`src/rtl/dmem_pkg.sv`:
```
// rtl/dmem_pkg.sv - shared data-memory constants and reader state encoding
package dmem_pkg;
   localparam int ADDR_W     = 10;
   localparam int DATA_W     = 32;
   localparam int LEN_W      = 8;
   localparam int WORD_BYTES = 4;
   localparam int MEM_BYTES  = 1024;

   typedef enum logic [1:0] {
      IDLE  = 2'd0,
      READ  = 2'd1,
      DRAIN = 2'd2,
      FIN   = 2'd3
   } rd_state_t;
endpackage

```
`src/rtl/stream_out_reg.sv`:
```
// rtl/stream_out_reg.sv - one-entry data/last/valid holding register for the read stream
module stream_out_reg
   import dmem_pkg::*;
#(
   parameter int DATA_W = dmem_pkg::DATA_W
) (
   input  logic              i_clk,
   input  logic              i_resetn,
   input  logic              i_load,
   input  logic [DATA_W-1:0] i_data,
   input  logic              i_last,
   input  logic              i_ready,
   output logic              o_valid,
   output logic [DATA_W-1:0] o_data,
   output logic              o_last
);

   logic              r_valid;
   logic [DATA_W-1:0] r_data;
   logic              r_last;

   // Loads only happen when empty or draining, so data/last never change under a stall.
   always_ff @(posedge i_clk) begin
      if (!i_resetn) begin
         r_valid <= 1'b0;
         r_data  <= '0;
         r_last  <= 1'b0;
      end else if (i_load) begin
         r_valid <= 1'b1;
         r_data  <= i_data;
         r_last  <= i_last;
      end else if (r_valid && i_ready) begin
         r_valid <= 1'b0;
      end
   end

   assign o_valid = r_valid;
   assign o_data  = r_data;
   assign o_last  = r_last;

endmodule

```
`src/rtl/dmem_stream_reader.sv`:
```
// rtl/dmem_stream_reader.sv - block reader from the 1 KiB data memory onto a valid/ready stream
module dmem_stream_reader
   import dmem_pkg::*;
#(
   parameter int ADDR_W = dmem_pkg::ADDR_W,
   parameter int DATA_W = dmem_pkg::DATA_W,
   parameter int LEN_W  = dmem_pkg::LEN_W
) (
   input  logic              i_clk,
   input  logic              i_resetn,
   input  logic              i_start,
   input  logic [ADDR_W-1:0] i_base_addr,
   input  logic [LEN_W-1:0]  i_num_words,
   output logic              o_busy,
   output logic              o_done,
   output logic              o_err,
   output logic              o_memread,
   output logic [ADDR_W-1:0] o_address,
   input  logic [DATA_W-1:0] i_readdata,
   output logic              o_out_valid,
   input  logic              i_out_ready,
   output logic [DATA_W-1:0] o_out_data,
   output logic              o_out_last
);

   localparam int SUM_W = ADDR_W + LEN_W + 2;
   localparam logic [SUM_W-1:0] MEM_LIMIT = SUM_W'(1) << ADDR_W;

   rd_state_t         r_state;
   rd_state_t         w_next;
   logic [ADDR_W-1:0] r_address;
   logic [LEN_W-1:0]  r_remaining;
   logic              r_err;

   logic [SUM_W-1:0]  w_end;
   logic              w_empty;
   logic              w_reject;
   logic              w_fire;
   logic              w_last_fetch;
   logic              w_out_valid;

   // End address is formed wide enough that no legal input combination can wrap.
   assign w_end        = SUM_W'(i_base_addr) + SUM_W'(i_num_words) * SUM_W'(WORD_BYTES);
   assign w_empty      = (i_num_words == '0);
   assign w_reject     = (i_base_addr[1:0] != 2'b00) || (w_end > MEM_LIMIT);
   assign w_last_fetch = (r_remaining == LEN_W'(1));

   always_ff @(posedge i_clk) begin
      if (!i_resetn) begin
         r_state <= IDLE;
      end else begin
         r_state <= w_next;
      end
   end

   always_comb begin
      w_next = r_state;
      case (r_state)
         IDLE: begin
            if (i_start) begin
               w_next = (w_empty || w_reject) ? FIN : READ;
            end
         end
         READ: begin
            if (w_fire && w_last_fetch) begin
               w_next = DRAIN;
            end
         end
         DRAIN: begin
            if (w_out_valid && i_out_ready) begin
               w_next = FIN;
            end
         end
         FIN:     w_next = IDLE;
         default: w_next = IDLE;
      endcase
   end

   always_comb begin
      o_busy    = (r_state != IDLE);
      o_done    = (r_state == FIN);
      o_err     = (r_state == FIN) && r_err;
      w_fire    = (r_state == READ) && (!w_out_valid || i_out_ready);
      o_memread = w_fire;
   end

   always_ff @(posedge i_clk) begin
      if (!i_resetn) begin
         r_address   <= '0;
         r_remaining <= '0;
         r_err       <= 1'b0;
      end else if (r_state == IDLE) begin
         if (i_start) begin
            r_err <= !w_empty && w_reject;
            if (!w_empty && !w_reject) begin
               r_address   <= i_base_addr;
               r_remaining <= i_num_words;
            end
         end
      end else if (w_fire) begin
         r_address   <= r_address + ADDR_W'(WORD_BYTES);
         r_remaining <= r_remaining - LEN_W'(1);
      end
   end

   assign o_address   = r_address;
   assign o_out_valid = w_out_valid;

   stream_out_reg #(
      .DATA_W(DATA_W)
   ) u_out_reg (
      .i_clk    (i_clk),
      .i_resetn (i_resetn),
      .i_load   (w_fire),
      .i_data   (i_readdata),
      .i_last   (w_last_fetch),
      .i_ready  (i_out_ready),
      .o_valid  (w_out_valid),
      .o_data   (o_out_data),
      .o_last   (o_out_last)
   );

endmodule

```
`config.mk`:
```
export PLATFORM = sky130hd
export DESIGN_NAME = dmem_stream_reader
export DESIGN_NICKNAME = d
export VERILOG_FILES = /design/src/rtl/dmem_pkg.sv /design/src/rtl/stream_out_reg.sv /design/src/rtl/dmem_stream_reader.sv
export SDC_FILE = /design/constraint.sdc
export NUM_CORES = 1
export LEC_CHECK = 0
export BUFFER_PORTS_ARGS = -buffer_cell sky130_fd_sc_hd__clkbuf_2
export CAP_MARGIN = 20
export CORE_MARGIN = 2
export CORE_UTILIZATION = 47
export CTS_CLUSTER_DIAMETER = 40
export DETAILED_ROUTE_END_ITERATION = 12
export GPL_TIMING_DRIVEN = 0
export PLACE_DENSITY = 0.73
export SETUP_SLACK_MARGIN = 0.05
export SYNTH_ARGS = -nofsm -noshare
export SYNTH_HDL_FRONTEND = slang
export SYNTH_HIERARCHICAL = 1
export SYNTH_SLANG_ARGS = --single-unit
```
`constraint.sdc`:
```
create_clock -name i_clk -period 2.65 [get_ports i_clk]
set_clock_uncertainty 0.15 [all_clocks]
set_input_delay 0.265 -clock i_clk [delete_from_list [all_inputs] [get_ports i_clk]]
set_output_delay 0.265 -clock i_clk [all_outputs]
set_load 0.005 [all_outputs]
```
# After elaboration in Yosys (flattened, before gate mapping)
# Index checks and enable logic that the tools add are counted.
[classes] n_lt_le_gt_ge=1 addsub=3 muxes=15 multipliers=0 reduce_logical=21 n_div=0 eq_ne=8 shift=0 bitwise=0
[ops] cell="2-to-1 mux 10 bit" count=4
[ops] cell="2-to-1 mux 8 bit" count=4
[ops] cell="adder 10 x 10 -> 11 bit" count=1
[ops] cell="> comparator 11 bit, second input constant" count=1
[ops] cell="adder 10 x 3 -> 10 bit, second input constant" count=1
[ops] cell="== test 8 x 1 -> 1 bit, second input constant" count=1
[ops] cell="zero test 8 bit" count=1
[ops] cell="2-to-1 mux 2 bit" count=4
[ops] cell="one-hot mux 2 bit (4 select lines)" count=1
[ops] cell="nonzero test 2 bit" count=4
[ops] cell="subtractor 8 x 1 -> 8 bit, second input constant" count=1
[ops] cell="logical AND 1 bit" count=6
[ops] cell="!= test 2 bit, second input constant" count=3
[ops] cell="AND reduction 3 bit" count=2
[ops] cell="== test 2 bit, second input constant" count=2
[ops] cell="zero test 1 bit" count=3
[ops] cell="logical OR 1 bit" count=3
[ops] cell="== test 2 x 1 -> 1 bit, second input constant" count=1
[ops] cell="zero test 2 bit" count=1
[ops] cell="2-to-1 mux 1 bit" count=2
[ops] cell="!= test 2 x 1 -> 1 bit, second input constant" count=1
[ops] cell="AND reduction 2 bit" count=1
[totals] reg_bits=55 output_inout_bits=48 memories=0 mem_bits_ro=0 latchBits=0 mem_bits_rw=0 inputBits=54

# Depth between registers and ports, before layout
[logic_depth] word_depth=8 ltp_mapped=10

# By module
# Netlist, hierarchy kept.
[by_module_without_submodules] mod="dmem_stream_reader" seq_area_each_um2=420.4 instances=1 area_per_inst_um2=1958.1 cells_each=247
[by_module_without_submodules] mod="stream_out_reg" seq_area_each_um2=680.7 instances=1 area_per_inst_um2=1313.8 cells_each=109

# Least setup slack after synthesis
# OpenSTA, ideal clock, no wires.
[synth_timing] path_kind="input-to-reg" startpoint="input i_base_addr[2]" endpoint="register r_remaining[7]" n_path_buf=2 t_required_ns=2.411 setup_slack_ns=-0.036 t_arrival_ns=2.446 path_stages=10 cell_sequence="ha_1 > fa_1 > nor4_1 > nand3_1 > mux2_2 > or2_2 > o31a_1 > buf_6 > buf_12 > o32ai_4"
[synth_between] elab_chain_len=7
[synth_lines] item="from (decl)" line_no="dmem_stream_reader.sv:12" rtl="input logic [ADDR_W-1:0] i_base_addr,"
[synth_lines] item="adder 10 x 10 -> 11 bit" line_no="dmem_stream_reader.sv:43" rtl="assign w_end = SUM_W'(i_base_addr) + SUM_W'(i_num_words) * SUM_W'(WORD_BYTES);"
[synth_lines] item="> comparator 11 bit" line_no="dmem_stream_reader.sv:45" rtl="assign w_reject = (i_base_addr[1:0] != 2'b00) || (w_end > MEM_LIMIT);"
[synth_lines] item="logical OR 1 bit" line_no="dmem_stream_reader.sv:45"
[synth_lines] item="zero test 1 bit" line_no="dmem_stream_reader.sv:95" rtl="if (!w_empty && !w_reject) begin"
[synth_lines] item="logical AND 1 bit" line_no="dmem_stream_reader.sv:95"
[synth_lines] item="!= test 2 x 1 -> 1 bit (no source line)"
[synth_lines] item="AND reduction 3 bit (no source line)"
[synth_lines] item="to (signal assigned)" line_no="dmem_stream_reader.sv:97" rtl="r_remaining <= i_num_words;"
[synth_lines] item="to (signal assigned)" line_no="dmem_stream_reader.sv:102" rtl="r_remaining <= r_remaining - LEN_W'(1);"
[synth_lines] item="to (decl)" line_no="dmem_stream_reader.sv:32" rtl="logic [LEN_W-1:0] r_remaining;"
# No other way between the ends.
# A chain may end at the register's enable or synchronous reset.

# Worst setup path after layout
[layout_timing] startpoint="input i_num_words[0]" endpoint="register r_remaining[3]"
[layout_between] elab_chain_len=7 elab_cells_between_ends=9 cone_classes="add/sub (1); order compare (1); eq/ne (1); reduce/logical (6)"
[layout_lines] item="from (decl)" line_no="dmem_stream_reader.sv:13" rtl="input logic [LEN_W-1:0] i_num_words,"
[layout_lines] item="adder 10 x 10 -> 11 bit" line_no="dmem_stream_reader.sv:43"
[layout_lines] item="> comparator 11 bit" line_no="dmem_stream_reader.sv:45"
[layout_lines] item="logical OR 1 bit" line_no="dmem_stream_reader.sv:45"
[layout_lines] item="zero test 1 bit" line_no="dmem_stream_reader.sv:95"
[layout_lines] item="logical AND 1 bit *" line_no="dmem_stream_reader.sv:95"
[layout_lines] item="!= test 2 x 1 -> 1 bit (no source line) *"
[layout_lines] item="AND reduction 3 bit (no source line) *"
# Mark *: on every way between the ends. The rest lies on a longest branch, timed or not.

==> impl_metrics.toml <==
[layout]
fin_util_pct = 59.6
diodes = 0
nFillCells = 615
syn2layout_area_growth_pct = 23.1
drive_gt1_share_pct = 31.0
final_cell_mix = "clkbuf_2 (101), dfxtp_1 (55), nand2_1 (48)"
fin_nets = 534
final_common_cell = "clkbuf_2"
final_area_sq_um = 4030

[power]
p_int_uw = 1960
power.leakage_uw = 0.00174
clockPowerShare_pct = 15.1
ir_drop_v = 0.000323
p_sw_uw = 1310
p_seq_share_pct = 34.5
switching_share_pct = 40.0
pwr-share-comb_pct = 50.3
total_power_uw = 3270
p_per_area_nw_per_um2 = 811

[sta]
fin_ws_ns = 0.146
setup_viol = 0
fin_crit_ns = 2.50
tightest_slew_ns = 0.654
grt_setup_unrepaired = "no"
max_freq_mhz = 399
finalHoldViolCount = 0
slew_violations = 0
finalCritPeriodShare_pct = 94.5
max_slew_margin_pct = 56.4

[global_route]
grt_antenna_before_repair = 0
grt_pass1_vias = 2842
grt_max_degree = 20
grt_first_pass_wirelength_mm = 13.1
grt_use_total_pct = 21.3
grt_overflow = 0

[place]
dp_hpwl_mm = 6.17
post_dp_cell_area_sq_um = 3890
port_buffers = 101
gp_congestion = 0.957
place_ws_ns = -0.346

[clocking]
clk_latency_ns = 0.31
cts_root_buf = "clkbuf_8"
clk_pin_slew_worst_paths_ns = 0.11
cts_buffers = 5
cts.path.max_buffers = 2
htree_levels = 2
cts_tree = "yes"
cts_sinks = 55
cts_setup_buffers = 0
postCtsHoldBufs = 0

[detailed_routing]
ant_nets = 0
drt_iter0_drc = 125
drt_pass1_iterations = 5
wl_per_cell_microns = 14.9
drc = 0
vias = 3070
drt-total-wl_mm = 8.14
viasPerCell = 5.63

[synth]
yosysSeqAreaShare_pct = 33.7
yosys-top-cells-area = "dfxtp_1 (34%), mux2i_1 (11%), nor2b_1 (6.9%)"
syn_area_sq_um = 3270
syn_area_per_cell_sq_um = 9.19
synthCells = 356
synth_nets = 426
netlist.area_leader.share_pct = 33.7
synth.distinct_cells = 56
yosys_warnings = 6
synth-edff-count = 0
ys.flop_type = "dfxtp_1"
synth-seq-cells = 55
synth_top_area_cell = "dfxtp_1"
async_flop_share_pct = 0

[run_status]
status = "complete, no violations"

[critical_path]
crit_path_max_incr_delay_ns = 0.37
critPathLaunchType = "input pin"
endpoint_kind = "flop"
crit_fanout = 10
crit_type = "in2reg"
worstPathArrival_ns = 2.58
required_ns = 2.73
cp_slowest_cell = "fa_2"
crit_path_cell_trace = "clkbuf_2 -> ha_4 -> fa_2 -> a21oi_2 -> o211a_1 -> mux2_2 -> or2_4 -> o31a_1 -> buf_6 -> buf_12 -> o32ai_2"

[die]
fp.dieH_microns = 87.4
start_util_pct = 48.4
core_sq_um = 6760
die-area_sq_um = 7640
rows = 30
chipWidth_microns = 87.4
pin_count = 102

[job]
cap_violations = 0

[worst_hold_path]
hp-class = "in2reg"
## per-layer routing
metal  routed length [microns]  share of wire [%]  track usage, %  vias up
met5                         0                  0               0        -
met4                       143                1.8            6.85        0
met3                       646                7.9            4.17       15
met2                      3740                 46            33.5      138
met1                      3610                 44            29.2     1427
li1                          -                  -               -     1490
## cell families (layout without fill, tap and decap cells)
kind of cell	Yosys count	count (layout)	share of synthesized area, %
simple gates	146	146	23.0
compound gates	69	69	18.6
fa+ha+maj	16	16	6.35
mux	38	38	11.7
flops	55	55	33.7
buf+inv	29	138	5.93
xor+xnor	3	3	0.803
## registers in the layout, indices dropped and copies added, names as in the netlist
register and cells:
u_out_reg/o_last 1, r_remaining 8, r_err 1, o_address 10, u_out_reg/o_data 32, u_out_reg/o_valid 1
r_state 2
## power by group through the flow
stage	logic [uW]	clock network (uW)	registers (uW)
6_report	1640	495	1130
3_3_place_gp	1570	0	1140
5_1_grt	1800	543	1150
4_1_cts	1620	509	1130
3_5_place_dp	1610	0	1150
2_1_floorplan	1160	0	1140
## Yosys cell counts (4+ instances only)
| cell type | count |
|---|---|
| nand2b_1 | 4 |
| nor4_1 | 4 |
| dfxtp_1 | 55 |
| o32ai_2 | 9 |
| nor2b_1 | 36 |
| nor2_1 | 25 |
| inv_1 | 8 |
| nand2_1 | 48 |
| mux2i_1 | 36 |
| ha_1 | 15 |
| a21oi_1 | 17 |
| o21ai_0 | 7 |
| buf_12 | 4 |
| a22o_1 | 7 |
| nand3_1 | 7 |
| clkbuf_1 | 11 |
## stage by stage
step,setup TNS [ns],hold slack (ns),cells
floorplan,0,0.243,356
detailed placement,-5.56,0.274,537
global route,0,0.0503,545
finish,0,0.0529,545
CTS,0,0.0495,545
global placement,-4.49,0.270,537
## critical path, delay by kind of cell
kind | cells | cell delay (ns)
AO/OA/AOI/OAI | 4 | 0.70
buffers and inverters | 3 | 0.44
AND/OR/NAND/NOR | 1 | 0.26
multiplexers | 1 | 0.35
adder cells (fa/ha/maj) | 2 | 0.56
## path summary, 6_finish.rpt
path	startpoint	to	slack (ns)	depth (start not counted)
worst max-delay path	i_num_words[0]	r_remaining[3]	0.15	11
worst min register to register	o_address[0]	o_address[0]	0.29	2
worst min-delay path	i_readdata[3]	u_out_reg/o_data[3]	0.05	3
worst max register to register	r_state[1]	r_remaining[7]	0.21	8
## timing repair
action,4_1_cts,5_1_grt
gates cloned,0,0
pin swaps,0,1
resized for setup,3,6
setup endpoints to repair,10,14
## layout make-up
type / instances / area, sq um / area share, %
multi-input combinational: 272 / 2030 / 50.3
sequential: 55 / 1100 / 27.3
timing repair buffer: 101 / 505 / 12.6
buffer: 19 / 160 / 3.98
tap: 80 / 100 / 2.49
clock buffer: 5 / 68.8 / 1.71
inverter: 10 / 37.5 / 0.932
clock inverter: 3 / 27.5 / 0.683
(Power assumes the default switching activity.)
